$ cat src/rtl/gearbox_up_param.sv
// Narrow-to-wide bit gearbox: packs IN_W-bit words into OUT_W-bit words, LSB-first,
// with gapped input and a runtime bitslip for word alignment.
module gearbox_up_param #(
  parameter int IN_W  = 20,
  parameter int OUT_W = 22,
  localparam int SA_W  = (OUT_W > 1) ? $clog2(OUT_W) : 1,
  localparam int BUF_W = IN_W + OUT_W,
  localparam int CNT_W = $clog2(BUF_W + 1)
) (
  input  logic             clk,
  input  logic             rst_n,
  input  logic [IN_W-1:0]  din,
  input  logic             din_valid,
  input  logic             slip,
  input  logic [SA_W-1:0]  slip_amt,
  output logic [OUT_W-1:0] dout,
  output logic             dout_valid,
  output logic             slip_rej,
  output logic [CNT_W-1:0] fill
);

  logic [BUF_W-1:0] buffer;
  logic [BUF_W-1:0] buf_slip, buf_acc, buf_next;
  logic [CNT_W-1:0] slip_len, c1, c2, fill_next;
  logic             slip_ok, slip_bad, emit;

  // Slip, then accept, then emit, all evaluated against the current fill.
  // Right shifts pull zeros in from the top, so bits above the fill stay clear.
  always_comb begin
    slip_len  = CNT_W'(slip_amt);
    slip_ok   = slip && (slip_len <= fill);
    slip_bad  = slip && (slip_len > fill);
    buf_slip  = buffer;
    c1        = fill;
    if (slip_ok) begin
      buf_slip = buffer >> slip_amt;
      c1       = fill - slip_len;
    end
    buf_acc = buf_slip;
    c2      = c1;
    if (din_valid) begin
      buf_acc = buf_slip | (BUF_W'(din) << c1);
      c2      = c1 + CNT_W'(IN_W);
    end
    emit      = (c2 >= CNT_W'(OUT_W));
    buf_next  = buf_acc;
    fill_next = c2;
    if (emit) begin
      buf_next  = buf_acc >> OUT_W;
      fill_next = c2 - CNT_W'(OUT_W);
    end
  end

  always_ff @(posedge clk) begin
    if (!rst_n) begin
      buffer     <= '0;
      fill       <= '0;
      dout       <= '0;
      dout_valid <= 1'b0;
      slip_rej   <= 1'b0;
    end else begin
      buffer     <= buf_next;
      fill       <= fill_next;
      dout_valid <= emit;
      slip_rej   <= slip_bad;
      if (emit) begin
        dout <= buf_acc[OUT_W-1:0];
      end
    end
  end

endmodule

$ cat config.mk
export PLATFORM = sky130hd
export DESIGN_NAME = gearbox_up_param
export DESIGN_NICKNAME = d
export VERILOG_FILES = /design/src/rtl/gearbox_up_param.sv
export SDC_FILE = /design/constraint.sdc
export NUM_CORES = 1
export LEC_CHECK = 0
export CAP_MARGIN = 25
export CORE_MARGIN = 2
export CORE_UTILIZATION = 60
export CTS_CLUSTER_DIAMETER = 30
export DETAILED_ROUTE_END_ITERATION = 8
export GPL_ROUTABILITY_DRIVEN = 0
export HOLD_SLACK_MARGIN = 0.12
export PLACE_DENSITY = 0.82
export SLEW_MARGIN = 10
export SYNTH_ARGS = -nofsm -noshare
export SYNTH_HDL_FRONTEND = slang
export SYNTH_SLANG_ARGS = --single-unit
export TNS_END_PERCENT = 20
$ cat constraint.sdc
create_clock -name clk -period 8.1 [get_ports clk]
set_input_delay 1.62 -clock clk [delete_from_list [all_inputs] [get_ports clk]]
set_output_delay 1.62 -clock clk [all_outputs]
set_load 0.05 [all_outputs]
==> results.cfg <==
[critical_path]
worstPathArrival_ps = 6860
path_max_fanout = 25
required_ps = 8310
critPathTopFamily = compound AO/OA/AOI/OAI gates
r2r_setup_slack_ps = 3360
path_buf_inv = 3
endpoint_kind = flop
crit_chain = clkdlybuf4s50_1 -> clkinv_1 -> ha_1 -> o21a_1 -> nand3_2 -> a32oi_4 -> buf_4 -> mux2i_1 -> mux2i_1 -> mux2i_1 -> mux2i_1 -> a221oi_1 -> a21oi_1
crit_type = in2reg
slowest_stage = clkdlybuf4s50_1
crit_top_cell = mux2i_1
crit_path_start_kind = primary input
cpPeakStageDelay_ps = 1030

[clock_tree]
insertion_delay_ps = 350
cts.path.max_buffers = 2
tritoncts = yes
cts.sinks = 72
numCtsBuffers = 9
htree_levels = 3
root_buffer = clkbuf_16
post_cts_resized = 0
path_clk_slew_ps = 60
cts_setup_buffers = 0
holdBufCountCts = 0

[synth]
yosysWarnings = 0
netlist.area_leader.share = 0.207
netlist_area_sq_um = 6970
async_reset_ff_frac = 0
synth_cell_type_count = 83
synth_flop_cell = dfxtp_1
ys_seq_area_frac = 0.207
syn_area_per_cell_sq_um = 8.07
synth_fp_nets = 901
synth_area_leaders = dfxtp_1, mux4_2, mux2i_1
synth_seq_cells = 72
synth_top_cell_by_area = dfxtp_1
synthCells = 864
synth_edf_count = 0

[floorplanning]
fp.dieW_microns = 112
io_pins = 59
fp-row-count = 39
core_sq_um = 11400
die_area_sq_um = 12500
start_util = 0.613
dieHeight_microns = 112

[route]
postRouteAntennaNets = 0
vias_per_cell = 7.43
drtPass1Iterations = 9
vias = 7623
wl_per_cell_microns = 24.3
routed_wl_microns = 24900
drcViolationCount = 103
drt_iter0_drc = 1857

[grt]
grt_pass1_vias = 7028
gr-total-overflow = 0
grt_max_degree = 50
grt_first_pass_wirelength_microns = 38900
antenna_found_initial = 0
grt_use_total = 0.389

[timing]
finalSetupTns_ps = 0
slew_viol_final = 0
max-slew-margin-rel = 0.346
finalSetupViolations = 0
worstMarginPinSlew_ps = 972
finalCritPeriodShare = 0.821
fin_crit_ps = 6650
final_hold_viol_count = 0
rsz0062_at_grt = false
clock.fmax_ghz = 0.150
skew_ps = 11.1

[finish]
diodes = 0
instances_no_fill = 1026
areaGrowthSynthToFinish_pct = 12.7
layout_common_cells = nand2_1, nor2_1, a21oi_1, dfxtp_1, mux2i_1
final_layout_size_suffix_gt1_frac = 0.137
final_common_cell = nand2_1
fillers = 924
nets = 916

[run]
cap_violations = 0

[hold_path]
min_path_type = reg2reg

[pwr]
p_per_area_nw_per_um2 = 492
ir_drop_mv = 0.653
power.leakage_nw = 3.00

[status]
violations = design-rule violations
status = finished, violations left

[placement]
hpwl_microns = 18400
place_inst = 1011
portBuffers = 58
worst register-to-register path, cell delays in order, from the launching register on:
cell      delay (ps)
dfxtp_1          360
inv_1             70
ha_1             150
inv_1             50
fa_1             400
a211o_1          340
a211o_1          330
a32oi_4          670
buf_4            300
mux2i_1          300
mux2i_1          170
mux2i_1          490
mux2i_1          260
a221oi_1         560
a21oi_1          140
sequential cells by signal (all words and copies together), names as in the netlist:
name / cells
buffer: 42
dout: 22
dout_valid: 1
fill: 6
slip_rej: 1
path summary, 6_finish.rpt:
| check | start | endpoint | cells after the start |
|---|---|---|---|
| hold reg to reg | dout[5] | dout[5] | 2 |
| setup reg to reg | fill[0] | dout[20] | 14 |
| hold / removal | dout[5] | dout[5] | 2 |
| setup / recovery | slip_amt[4] | dout[20] | 13 |
through the flow:
stage	worst slack (ps)	hold WS [ps]	util	area [sq um]	power (mW)
global placement	1560	487	0.665	7560	3.23
detailed placement	1340	492	0.665	7560	3.28
global route	1190	526	0.691	7860	4.00
finish	1450	498	0.691	7860	3.87
floorplan	1750	585	-	6970	2.55
CTS	1670	499	0.691	7860	3.69
kinds of logic after synthesis:
kind of cell | count (synthesis) | share of synthesized area
AO/OA/AOI/OAI | 260 | 0.259
buffers and inverters | 88 | 0.0551
flip-flops | 72 | 0.207
multiplexers | 131 | 0.266
XOR/XNOR | 5 | 0.00628
adder cells (fa/ha/maj) | 8 | 0.0154
AND/OR/NAND/NOR | 300 | 0.191
power by group:
part / switching [mW] / internal [mW] / total [mW]
registers: 0.136 / 0.480 / 0.616
logic: 1.88 / 0.970 / 2.85
clock network: 0.160 / 0.244 / 0.405
total: 2.17 / 1.69 / 3.87
layout make-up:
class	instances	area [sq um]	share of cell area
multi-input cells	704	5170	0.657
flip-flops and latches	72	1440	0.183
repair buffers	74	703	0.0895
clock buffers	10	239	0.0304
well taps	143	179	0.0228
inverters	18	72.6	0.00923
clock inverters	5	57.6	0.00732
layer usage:
layer	part of all wire	vias to the layer above	track usage
li1	-	3309	-
met4	0.063	0	0.181
met2	0.41	656	0.576
met5	0	-	0
met1	0.38	3476	0.522
met3	0.15	182	0.118
cell usage after synthesis (all sizes together) (3+ instances only):
cell type / number
dfxtp: 72
mux4: 40
o221a: 3
nor2: 88
inv: 16
o22a: 4
nand4: 4
nand2: 124
o21a: 8
a22oi: 5
clkbuf: 44
nand3: 23
a21o: 3
o31ai: 5
a211oi: 20
and2: 7
or3: 4
o211ai: 6
nor4: 3
o32ai: 5
o311ai: 5
buf: 26
a221oi: 13
xnor2: 4
a21boi: 3
o21ai: 55
mux2i: 67
nor2b: 3
ha: 7
mux2: 24
o22ai: 11
a32oi: 3
nor3: 26
a31oi: 7
o221ai: 6
a21oi: 72
a221o: 6
and3: 9
No activity file was read; power rests on OpenSTA's default activity.
